## config.mk

```make
export PLATFORM = sky130hd
export DESIGN_NAME = lane_judge
export DESIGN_NICKNAME = d
export VERILOG_FILES = /design/src/rtl/lane_judge.sv
export SDC_FILE = /design/constraint.sdc
export NUM_CORES = 1
export LEC_CHECK = 0
export ABC_AREA = 0
export CELL_PAD_IN_SITES_DETAIL_PLACEMENT = 0
export CELL_PAD_IN_SITES_GLOBAL_PLACEMENT = 1
export CORE_AREA = 4 4 181 183
export CTS_BUF_LIST = sky130_fd_sc_hd__clkbuf_4 sky130_fd_sc_hd__clkbuf_8
export DETAILED_ROUTE_END_ITERATION = 8
export DIE_AREA = 0 0 185 187
export PLACE_DENSITY = 0.86
export SLEW_MARGIN = 20
export SYNTH_ARGS = -nofsm -noshare
export SYNTH_HDL_FRONTEND = slang
export SYNTH_SLANG_ARGS = --single-unit
export TNS_END_PERCENT = 1
```

## constraint.sdc

```tcl
create_clock -name Clk -period 3.1 [get_ports Clk]
set_clock_uncertainty 0.05 [all_clocks]
set_input_delay 0.775 -clock Clk [delete_from_list [all_inputs] [get_ports Clk]]
set_output_delay 0.775 -clock Clk [all_outputs]
set_load 0.02 [all_outputs]
```

## src/rtl/lane_judge.sv

```systemverilog
`default_nettype none
// ============================================================================
// Module   : lane_judge
// Brief    : Four-lane note judge. Tracks in-flight notes as per-lane frame
//            countdowns, grades key presses against an early/late window and
//            presents per-frame hit points and miss counts on each frame tick.
// Revision : 1.0 - initial release
// ============================================================================
module lane_judge #(
  parameter int TRAVEL = 60,  // frames from spawn to target (<= 100)
  parameter int EARLY  = 4,   // judged frames before target
  parameter int LATE   = 4,   // judged frames after target
  parameter int DEPTH  = 4    // notes held per lane
) (
  input  logic       Clk,
  input  logic       reset_n,
  input  logic       frame_clk,
  input  logic [3:0] note_spawn,
  input  logic [3:0] key,
  output logic [3:0] hit0,
  output logic [3:0] hit1,
  output logic [3:0] hit2,
  output logic [3:0] hit3,
  output logic [3:0] miss0,
  output logic [3:0] miss1,
  output logic [3:0] miss2,
  output logic [3:0] miss3,
  output logic [3:0] overflow
);

  localparam int                CW       = $clog2(DEPTH + 1);
  localparam logic signed [7:0] c_TRAVEL = 8'(TRAVEL);
  localparam logic signed [7:0] c_EARLY  = 8'(EARLY);
  localparam logic signed [7:0] c_LATE_N = 8'(-LATE);
  localparam logic [CW-1:0]     c_DEPTH  = CW'(DEPTH);
  localparam logic [CW-1:0]     c_ONE    = CW'(1);

  logic        frame_clk_q;
  logic        w_tick;
  logic [3:0]  key_s1_q;
  logic [3:0]  key_s2_q;
  logic [3:0]  key_prev_q;
  logic [3:0]  w_press;
  logic [15:0] w_hit_all;
  logic [15:0] w_miss_all;

  // Frame clock history for rising-edge detection in the Clk domain.
  always_ff @(posedge Clk or negedge reset_n) begin
    if (!reset_n) frame_clk_q <= 1'b0;
    else          frame_clk_q <= frame_clk;
  end

  assign w_tick = frame_clk & ~frame_clk_q;

  // Two-flop key synchronizer plus one history flop for press edge detect.
  always_ff @(posedge Clk or negedge reset_n) begin
    if (!reset_n) begin
      key_s1_q   <= '0;
      key_s2_q   <= '0;
      key_prev_q <= '0;
    end else begin
      key_s1_q   <= key;
      key_s2_q   <= key_s1_q;
      key_prev_q <= key_s2_q;
    end
  end

  assign w_press = key_s2_q & ~key_prev_q;

  for (genvar l = 0; l < 4; l++) begin : g_lane
    logic signed [7:0] q_q [DEPTH];
    logic signed [7:0] q_d [DEPTH];
    logic [CW-1:0]     cnt_q, cnt_d;
    logic [3:0]        hacc_q, hacc_d;
    logic [3:0]        macc_q, macc_d;
    logic [3:0]        hit_q, hit_d;
    logic [3:0]        miss_q, miss_d;
    logic              ovf_q, ovf_d;

    logic signed [7:0] w_head;
    logic              w_valid;
    logic              w_in_win;
    logic              w_hit;
    logic              w_stray;
    logic              w_expire;
    logic              w_pop;
    logic              w_miss_ev;
    logic [1:0]        w_pts;
    logic [CW-1:0]     w_cnt_pop;
    logic [4:0]        w_hsum;
    logic [4:0]        w_msum;

    // Judge the head (pre-decrement value) against this cycle's press/tick.
    // Expiry uses <= so that notes spawned in the same frame, which share a
    // countdown value, cannot slip below the window and linger forever.
    always_comb begin
      w_head    = q_q[0];
      w_valid   = (cnt_q != '0);
      w_in_win  = w_valid && (w_head >= c_LATE_N) && (w_head <= c_EARLY);
      w_hit     = w_press[l] && w_in_win;
      w_stray   = w_press[l] && !w_in_win;
      w_expire  = w_tick && !w_press[l] && w_valid && (w_head <= c_LATE_N);
      w_pop     = w_hit || w_expire;
      w_miss_ev = w_stray || w_expire;
      if (!w_hit)                                  w_pts = 2'd0;
      else if (w_head == 8'sd0)                    w_pts = 2'd3;
      else if (w_head == 8'sd1 || w_head == -8'sd1) w_pts = 2'd2;
      else                                         w_pts = 2'd1;
    end

    // Queue update: pop the head, age survivors on tick, then append spawn.
    always_comb begin
      q_d       = q_q;
      ovf_d     = ovf_q;
      w_cnt_pop = cnt_q;
      if (w_pop) begin
        for (int j = 0; j < DEPTH - 1; j++) q_d[j] = q_q[j + 1];
        q_d[DEPTH - 1] = '0;
        w_cnt_pop      = cnt_q - c_ONE;
      end
      if (w_tick) begin
        for (int j = 0; j < DEPTH; j++) begin
          if (CW'(j) < w_cnt_pop) q_d[j] = q_d[j] - 8'sd1;
        end
      end
      cnt_d = w_cnt_pop;
      if (note_spawn[l]) begin
        if (cnt_q == c_DEPTH) begin
          ovf_d = 1'b1;
        end else begin
          for (int j = 0; j < DEPTH; j++) begin
            if (CW'(j) == w_cnt_pop) q_d[j] = c_TRAVEL;
          end
          cnt_d = w_cnt_pop + c_ONE;
        end
      end
    end

    // Saturating frame accumulators; a tick publishes and restarts them.
    always_comb begin
      w_hsum = {1'b0, hacc_q} + {3'b000, w_pts};
      w_msum = {1'b0, macc_q} + {4'b0000, w_miss_ev};
      hit_d  = hit_q;
      miss_d = miss_q;
      if (w_tick) begin
        hit_d  = hacc_q;
        miss_d = macc_q;
        hacc_d = {2'b00, w_pts};
        macc_d = {3'b000, w_miss_ev};
      end else begin
        hacc_d = w_hsum[4] ? 4'hF : w_hsum[3:0];
        macc_d = w_msum[4] ? 4'hF : w_msum[3:0];
      end
    end

    // Lane state registers.
    always_ff @(posedge Clk or negedge reset_n) begin
      if (!reset_n) begin
        for (int j = 0; j < DEPTH; j++) q_q[j] <= '0;
        cnt_q  <= '0;
        hacc_q <= '0;
        macc_q <= '0;
        hit_q  <= '0;
        miss_q <= '0;
        ovf_q  <= 1'b0;
      end else begin
        q_q    <= q_d;
        cnt_q  <= cnt_d;
        hacc_q <= hacc_d;
        macc_q <= macc_d;
        hit_q  <= hit_d;
        miss_q <= miss_d;
        ovf_q  <= ovf_d;
      end
    end

    assign w_hit_all[4*l +: 4]  = hit_q;
    assign w_miss_all[4*l +: 4] = miss_q;
    assign overflow[l]          = ovf_q;
  end

  assign hit0  = w_hit_all[3:0];
  assign hit1  = w_hit_all[7:4];
  assign hit2  = w_hit_all[11:8];
  assign hit3  = w_hit_all[15:12];
  assign miss0 = w_miss_all[3:0];
  assign miss1 = w_miss_all[7:4];
  assign miss2 = w_miss_all[11:8];
  assign miss3 = w_miss_all[15:12];

endmodule
`default_nettype wire

```

* After elaboration in Yosys (flattened, before gate mapping) *
Cells that the tools add are included.

word-level totals
  register bits = 221
  bits in latches = 0
  memory bits (writable) = 0
  bits in read-only memories = 0
  input port bits = 11
  output and inout port bits = 36
  word-level logic and storage cells = 284
  memories = 0

cells by class
  add/sub/neg operators = 32
  multipliers = 0
  div/mod/pow operators = 0
  order comparisons = 28
  equal/unequal tests = 24
  shift operators = 0
  multiplexer cells = 88
  bitwise logic cells = 4
  reduce and logical (&&, ||, !) cells = 64

operators with widths
  operator                                                                              count
  32-bit two-way mux                                                                    16
  8-bit two-way mux                                                                     32
  8-bit by 2-bit subtractor with 8-bit output (second input constant)                   16
  4-bit two-way mux                                                                     16
  3-bit two-way mux                                                                     12
  8-bit by 1-bit == test with 1-bit output (second input constant)                      4
  8-bit by 2-bit == test with 1-bit output (second input constant)                      4
  8-bit by 3-bit greater-or-equal comparator with 1-bit output (second input constant)  4
  8-bit by 3-bit <= comparator with 1-bit output (second input constant)                4
  8-bit by 4-bit <= comparator with 1-bit output (second input constant)                4
  8-bit logical NOT                                                                     4
  1-bit logical AND                                                                     28
  2-bit by 3-bit == test with 1-bit output (first input constant)                       8
  1-bit by 3-bit less-than comparator with 1-bit output (first input constant)          8
  2-bit by 3-bit less-than comparator with 1-bit output (first input constant)          8
  2-bit two-way mux                                                                     12
  4-bit by 1-bit adder with 5-bit output                                                4
  4-bit by 2-bit adder with 5-bit output                                                4
  3-bit by 1-bit adder with 3-bit output (second input constant)                        4
  1-bit by 3-bit == test with 1-bit output (first input constant)                       4
  3-bit == test (second input constant)                                                 4
  3-bit logical NOT                                                                     4
  1-bit logical OR                                                                      12
  3-bit nonzero test                                                                    4
  7 further kinds                                                                       20

* Logic depth before layout (Yosys ltp) *
Gate-level depths: netlist (run 1).

  depth after elaboration = 14
  mapped depth = 17
  depth with buffers taken out = 14

* Worst setup path after synthesis (run 1) *
Ideal clock, no wire load.

  path type = reg-to-reg
  from = reg g_lane[2].cnt_q[0]
  to = reg g_lane[2].q_q[20] in the netlist's numbering
  library setup time = 0.153 ns
  data arrival time = 3.103 ns
  required time = 2.897 ns
  path slack = -0.206 ns
  cell stages (with the launch flop) = 16
  path buffers = 3
  period minus slack after synthesis = 3.306 ns
  cell sequence = dfrtp_1 clkbuf_1 inv_1 ha_1 nor2b_1 nor2_1 o2111ai_1 nand2_2 buf_2 buf_2 mux2i_1 ha_1 nand2_1 nor4_1 xnor2_1 o2111ai_1

RTL lines
  item                    line  source
  from (decl)             73    logic [CW-1:0] cnt_q, cnt_d;
  from (signal assigned)  168   cnt_q <= cnt_d;
  to (signal assigned)    167   q_q <= q_d;
  to (decl)               71    logic signed [7:0] q_q [DEPTH];

==> results of run 1 <==
## where the power goes
part / total (mW) / internal (mW) / switching (mW)
combinational: 5.85 / 2.82 / 3.03
sequential: 5.18 / 3.90 / 1.28
clock: 2.96 / 1.71 / 1.24
total: 14.0 / 8.43 / 5.56
## layout make-up
type	count	area, µm²
fillers	2880	14600
flip-flops and latches	221	5530
well taps	402	503
repair buffers	217	1820
multi-input cells	1205	7780
clock buffers	70	845
inverters	39	146
clock inverters	5	33.8
## synthesized netlist by cell type, types with 7 or more instances
| cell type | number | share of area [%] |
|---|---|---|
| nand4_1 | 13 | 0.59 |
| a31o_2 | 11 | 0.70 |
| mux2i_1 | 65 | 4.7 |
| buf_1 | 9 | 0.24 |
| ha_1 | 40 | 3.6 |
| a21o_1 | 17 | 0.92 |
| nand3b_1 | 11 | 0.60 |
| buf_2 | 25 | 0.91 |
| nor4_1 | 16 | 0.72 |
| nor3_1 | 52 | 1.9 |
| inv_1 | 39 | 1.1 |
| and3_1 | 16 | 0.72 |
| o21a_1 | 9 | 0.49 |
| clkbuf_1 | 31 | 0.84 |
| and2_1 | 17 | 0.77 |
| o21bai_1 | 7 | 0.38 |
| nor2_1 | 141 | 3.8 |
| dfrtp_1 | 221 | 40 |
| nand2_1 | 204 | 5.5 |
| or4_1 | 12 | 0.65 |
| o21ai_1 | 8 | 0.29 |
| o211ai_1 | 21 | 1.1 |
| a21oi_1 | 73 | 2.6 |
| xor2_1 | 35 | 2.2 |
| or3_1 | 21 | 0.95 |
| xnor2_1 | 76 | 4.8 |
| a211oi_1 | 14 | 0.76 |
| o21ai_0 | 82 | 3.0 |
| nor2b_1 | 19 | 0.86 |
| mux2_2 | 7 | 0.57 |
| nand3_1 | 46 | 1.7 |
| o31ai_1 | 12 | 0.65 |
| nand2b_1 | 21 | 0.95 |
| a31oi_1 | 27 | 1.2 |
## flip-flops by register name (all words and copies together) (netlist names), 12 cells and up
register       cells
g_lane.hacc_q     16
g_lane.w_head     32
g_lane.q_q        96
g_lane.cnt_q      12
g_lane.macc_q     16
## metrics by stage
step,setup TNS (ns),hold WS [ns],cell area (µm²),setup slack [ns]
2_1_floorplan,-0.325,0.281,13800,-0.0883
3_3_place_gp,-11.45,0.285,15800,-0.337
3_5_place_dp,-17.19,0.289,15800,-0.340
4_1_cts,0,0.130,16600,0.101
5_1_grt,0,0.153,16700,0.00495
6_report,0,0.141,16700,0.116
## kinds of logic (layout without fill, tap and decap cells)
| kind of cell | Yosys count | count (layout) | share of synthesized area (%) |
|---|---|---|---|
| muxes | 72 | 72 | 5.28 |
| DFF | 221 | 221 | 40.0 |
| adders and majority gates | 44 | 44 | 4.20 |
| and+or+nand+nor | 628 | 628 | 22.3 |
| xor gates and xnor gates | 112 | 112 | 7.24 |
| AOI/OAI and AO/OA | 349 | 349 | 17.1 |
| buffers and inverters | 115 | 331 | 3.90 |
## how the worst max path moves through the flow
stage / to / slack, ns / depth (start not counted)
4_1_cts: g_lane[3].q_q[19]$_DFF_PN0_ / 0.10 / 12
3_5_place_dp: g_lane[1].q_q[20]$_DFF_PN0_ / -0.34 / 10
6_report: g_lane[2].q_q[10]$_DFF_PN0_ / 0.12 / 10
5_1_grt: g_lane[2].q_q[10]$_DFF_PN0_ / 0.005 / 10
3_3_place_gp: g_lane[1].q_q[20]$_DFF_PN0_ / -0.34 / 10
2_1_floorplan: g_lane[0].w_head[1]$_DFF_PN0_ / -0.09 / 17
## layer usage
metal	up-vias	part of all wire (%)
met5	-	0
li1	5893	-
met3	62	3.9
met2	220	46
met1	5777	48
met4	0	2.2
==> flow_metrics.env, run 1 <==
export IMPL_status="completed"
export IMPL_cap_violations=0
export IMPL_ys_flop_type="dfrtp_1"
export IMPL_post_cts_setup_buffers=0
export IMPL_crit_path_top_delay_cell="and2_0"
export IMPL_period_share_pct=96.2
export IMPL_drv_slew=0
export IMPL_end_kind="register"
export IMPL_drc_errors=0
export IMPL_floorplan_die_width_um=185
export IMPL_drive_above_1_share_pct=17.5
export IMPL_clkTransAtPathRegs_ns=0.06
export IMPL_root_buffer="clkbuf_8"
export IMPL_final_common_cell="dfrtp_1"
export IMPL_grt_setup_unrepaired="no"
export IMPL_grt_usage_pct=19.3
export IMPL_start_util_pct=44.2
export IMPL_slew_headroom_pct=63.9
export IMPL_timing_rr_end="g_lane[2].q_q[10]$_DFF_PN0_"
export IMPL_hold_class="input port to asynchronous set/reset pin"
export IMPL_cp_top_family="simple AND/OR/NAND/NOR gates"
export IMPL_syn_area_per_cell_um2=8.96
export IMPL_ys_seq_elements=221
export IMPL_nets=1783
export IMPL_use_met1_pct=27.2
export IMPL_cp_required_ns=3.48
export IMPL_final_cell_mix="dfrtp_1, nand2_1, buf_4"
export IMPL_stdcell_count=2159
export IMPL_synth_distinct_cells=89
export IMPL_antennaDiodeCount=0
export IMPL_clockBufferDepth=3
export IMPL_cts_buffers=44
export IMPL_grt_pass1_vias=11806
export IMPL_die_h_um=187
export IMPL_cts_tree="built"
export IMPL_use_met3_pct=2.80
export IMPL_ir_drop_mv=0.343
export IMPL_powerDensity_nw_per_um2=839
export IMPL_post_route_util_pct=53.3
export IMPL_setup_viol=0
export IMPL_route_detailed_wl_per_inst_um=15.8
export IMPL_grt_pass1_wl_mm=57.1
export IMPL_first_pass_iters=5
export IMPL_rows=65
export IMPL_io_pin_count=47
export IMPL_hold_buffers=0
export IMPL_arrival_ns=3.36
export IMPL_synth_nets=1596
export IMPL_cts_resized=0
export IMPL_p_leak_nw=7.15
export IMPL_cp_slowest_stage_delay_ns=0.49
export IMPL_clock_sinks=221
export IMPL_rrSetupSlack_ns=0.12
export IMPL_crit_chain="inv_1, ha_1, nor2b_2, nor2_1, o2111ai_1, and2_0, mux2_2, o31ai_1, a21oi_1, a211o_1"
export IMPL_cp_num_buf_inv=1
export IMPL_port_buffers=46
export IMPL_grt_max_degree=63
export IMPL_clk_latency_ns=0.54
export IMPL_dp_cells=2084
export IMPL_netlist_instances=1541
export IMPL_syn2layout_area_growth_pct=20.6
export IMPL_h_tree_depth=2
export IMPL_grt_ovfl_total=0
export IMPL_synth_edf_count=0
export IMPL_fmax_mhz=335
export IMPL_synthArstFlopShare_pct=100
export IMPL_syn_area_um2=13800
export IMPL_met2_usage_pct=31.1
export IMPL_ys_seq_area_share_pct=40.0
export IMPL_place_gp_congestion=0.832
export IMPL_critical_path_class="register to register"
export IMPL_ys_warn_count=0
export IMPL_die_area_um2=34600
export IMPL_worstSetupStartpointType="register"
export IMPL_drtIter0Drc=742
export IMPL_final_hold_viol_count=0
export IMPL_ant_nets=0
export IMPL_via_per_inst=5.54
export IMPL_max_slew_worst_pin_slew_ns=0.537
export IMPL_antenna_found_initial=0
export IMPL_num_vias=11952
export IMPL_dp_hpwl_mm=24.6
export IMPL_power_total_mw=14.0
export IMPL_post_route_min_period_ns=2.98
export IMPL_top_usage_layer="met2"
export IMPL_wl_mm=34.2
export IMPL_core_um2=31200
export IMPL_worstPathMaxFanout=8
export IMPL_rr_startpoint="g_lane[2].cnt_q[1]$_DFF_PN0_"
export IMPL_r2r_cells=10
export IMPL_cp_startpoint="g_lane[2].cnt_q[1]$_DFF_PN0_"
No activity file was read; power rests on OpenSTA's default activity.
==> run 2: changes to the inputs <==
--- a/config.mk
+++ b/config.mk
@@ -8,11 +8,11 @@
 export ABC_AREA = 0
 export CELL_PAD_IN_SITES_DETAIL_PLACEMENT = 0
 export CELL_PAD_IN_SITES_GLOBAL_PLACEMENT = 1
-export CORE_AREA = 4 4 181 183
+export CORE_AREA = 4 4 172 174
 export CTS_BUF_LIST = sky130_fd_sc_hd__clkbuf_4 sky130_fd_sc_hd__clkbuf_8
 export DETAILED_ROUTE_END_ITERATION = 8
-export DIE_AREA = 0 0 185 187
-export PLACE_DENSITY = 0.86
+export DIE_AREA = 0 0 176 178
+export PLACE_DENSITY = 0.9
 export SLEW_MARGIN = 20
 export SYNTH_ARGS = -nofsm -noshare
 export SYNTH_HDL_FRONTEND = slang
==> constraint.sdc (replaced) <==
create_clock -name Clk -period 2.85 [get_ports Clk]
set_clock_uncertainty 0.05 [all_clocks]
set_input_delay 0.7125 -clock Clk [delete_from_list [all_inputs] [get_ports Clk]]
set_output_delay 0.7125 -clock Clk [all_outputs]
set_load 0.02 [all_outputs]
==> run 2 against run 1 <==
Compared with the run above:
- critical endpoint is now g_lane[1].w_head[2]$_DFF_PN0_
- worst hold slack got worse by 0.094 ns
- global-route usage increased by 3.1 points
- fmax increased by 5.1%
- first-iteration DRC count increased by 5.3%
- clock power increased by 22%
- sequential power increased by 8.1%
- die area decreased by 9.4%
- critical path depth unchanged
- sequential share of layout area decreased by 1.0 points
- cell count increased by 0.28%
- routed wire length increased by 3.4%
- non-clock buffer count increased by 34
==> flow_metrics.env, run 2 (synthesis results as in run 1) <==
export IMPL_p_int_mw=9.75
export IMPL_drtIter0Drc=781
export IMPL_worstSetupStartpointType="register"
export IMPL_cts_buffers=41
export IMPL_slew_headroom_pct=61.3
export IMPL_grt_pass1_vias=12192
export IMPL_grt_pass1_wl_mm=59.2
export IMPL_num_vias=12218
export IMPL_crit_chain="or4_4, a211oi_4, buf_4, o21a_4, nor2_2, xnor2_4, inv_1, ha_1, and3_1, or3_1"
export IMPL_cp_slowest_stage_delay_ns=0.56
export IMPL_arrival_ns=3.18
export IMPL_antenna_found_initial=0
export IMPL_fmax_mhz=352
export IMPL_grt_max_degree=59
export IMPL_root_buffer="clkbuf_8"
export IMPL_ant_nets=0
export IMPL_largest_reg_flops=96
export IMPL_grt_usage_pct=22.4
export IMPL_finalSetupTns_ns=0
export IMPL_clock_sinks=221
export IMPL_antennaDiodeCount=0
export IMPL_drive_above_1_share_pct=20.8
export IMPL_wl_mm=35.3
export IMPL_cp_top_family="simple AND/OR/NAND/NOR gates"
export IMPL_clockPowerShare_pct=22.6
export IMPL_port_buffers=46
export IMPL_p_sw_mw=6.24
export IMPL_hold_ws_ns=0.0468
export IMPL_post_cts_setup_buffers=0
export IMPL_p_leak_nw=7.38
export IMPL_critical_path_class="register to register"
export IMPL_regMostFlops="g_lane.q_q"
export IMPL_seqPwrFrac_pct=35.0
export IMPL_die_h_um=178
export IMPL_timing_rr_end="g_lane[1].w_head[2]$_DFF_PN0_"
export IMPL_reg_top3="g_lane.q_q x96, g_lane.w_head x32"
export IMPL_final_common_cell="dfrtp_1"
export IMPL_period_share_pct=99.6
export IMPL_multi_input_area_um2=8000
export IMPL_rrSetupSlack_ns=0.01
export IMPL_rows=61
export IMPL_start_util_pct=49.7
export IMPL_final_hold_viol_count=0
export IMPL_clockBufferDepth=3
export IMPL_grt_ovfl_total=0
export IMPL_clk_latency_ns=0.54
export IMPL_h_tree_depth=2
export IMPL_core_um2=27800
export IMPL_io_pin_count=47
export IMPL_end_kind="register"
export IMPL_cap_violations=0
export IMPL_post_route_min_period_ns=2.84
export IMPL_drv_slew=0
export IMPL_max_slew_worst_pin_slew_ns=0.576
export IMPL_via_per_inst=5.64
export IMPL_num_fill_cells=2386
export IMPL_combPwrFrac_pct=42.4
export IMPL_powerDensity_nw_per_um2=930
export IMPL_status="completed"
export IMPL_cp_num_buf_inv=2
export IMPL_place_gp_congestion=0.877
export IMPL_rr_startpoint="g_lane[1].w_head[5]$_DFF_PN0_"
export IMPL_die_area_um2=31300
export IMPL_power_total_mw=16.0
export IMPL_first_pass_iters=5
export IMPL_worstPathMaxFanout=5
export IMPL_hold_class="input port to asynchronous set/reset pin"
export IMPL_seq_area_um2=5530
export IMPL_cp_required_ns=3.19
export IMPL_clkTransAtPathRegs_ns=0.06
export IMPL_final_cell_mix="dfrtp_1, nand2_1, buf_4"
export IMPL_route_detailed_wl_per_inst_um=16.3
export IMPL_setup_viol=0
export IMPL_grt_setup_unrepaired="yes"
export IMPL_floorplan_die_width_um=176
export IMPL_dp_hpwl_mm=25.5
export IMPL_ir_drop_mv=0.426
export IMPL_nets=1814
export IMPL_cts_tree="built"
export IMPL_crit_path_top_delay_cell="or4_4"
export IMPL_swShare_pct=39.0
export IMPL_drc_errors=0
export IMPL_syn2layout_area_growth_pct=24.5
export IMPL_r2r_cells=10
==> run 2: changes by cell type in the layout (fill, tap and decap cells not counted), sizes merged <==
cell | previous run | this run
bufinv | 0 | 6
clkbuf | 70 | 60
buf | 172 | 206
clkinv | 2 | 4
clkinvlp | 2 | 0
==> run 2: metrics by stage <==
| stage | util [%] | setup WS [ns] | std cells | area [µm²] |
|---|---|---|---|---|
| after floorplan | - | -0.0997 | 1541 | 13900 |
| after global placement | 57.7 | -0.411 | 2094 | 16000 |
| after detailed placement | 57.7 | -0.462 | 2094 | 16000 |
| after CTS | 61.3 | 0.0484 | 2165 | 17000 |
| after global routing | 61.9 | -0.140 | 2165 | 17200 |
| final | 61.9 | 0.0116 | 2165 | 17200 |
==> run 2: power by group through the flow <==
| stage | sequential [mW] | combinational [mW] | clock [mW] |
|---|---|---|---|
| 2_1_floorplan | 5.26 | 4.48 | 0 |
| 3_3_place_gp | 5.56 | 6.42 | 0 |
| 3_5_place_dp | 5.59 | 6.61 | 0 |
| 4_1_cts | 5.55 | 6.66 | 3.69 |
| 5_1_grt | 5.78 | 7.52 | 3.85 |
| 6_report | 5.60 | 6.78 | 3.61 |
==> run 2: layout make-up <==
cell class              instances  area share [%]
repair buffers                251            12.1
clock buffers                  60            4.44
inverters                      39           0.851
well taps                     378            2.75
clock inverters                11            1.22
flip-flops and latches        221            32.2
multi-input cells            1205            46.5
==> run 2: worst max path at each step <==
stage                                        from                            end  depth (start not counted)
global placement                        frame_clk  g_lane[2].w_head[7]$_DFF_PN0_                         11
detailed placement                      frame_clk  g_lane[2].w_head[7]$_DFF_PN0_                         11
global route        g_lane[1].w_head[5]$_DFF_PN0_  g_lane[1].w_head[0]$_DFF_PN0_                         10
CTS                  g_lane[1].cnt_q[1]$_DFF_PN0_    g_lane[1].q_q[17]$_DFF_PN0_                         11
finish              g_lane[1].w_head[5]$_DFF_PN0_  g_lane[1].w_head[2]$_DFF_PN0_                         10
floorplan           g_lane[1].w_head[4]$_DFF_PN0_    g_lane[1].q_q[22]$_DFF_PN0_                         13
==> run 2: routing by layer <==
layer	part of all wire (%)	vias up	GRT usage, %
li1	-	5952	-
met1	45	5901	29.8
met2	49	304	38.8
met3	4.5	61	2.80
met4	2.1	0	6.27
met5	0	-	0
==> run 2: worst register-to-register path, stage by stage, from the launching register on <==
cell and delay [ns]:
dfrtp_1 0.38, or4_4 0.56, a211oi_4 0.29, buf_4 0.17
o21a_4 0.16, nor2_2 0.09, xnor2_4 0.15, inv_1 0.08
ha_1 0.19, and3_1 0.20, or3_1 0.38
==> run 2: timing repair <==
action	CTS	global route
resized for setup	5	39
setup endpoints to repair	8	83
endpoints found under the hold margin	0	0
pin swaps	0	3
hold buffers	0	0
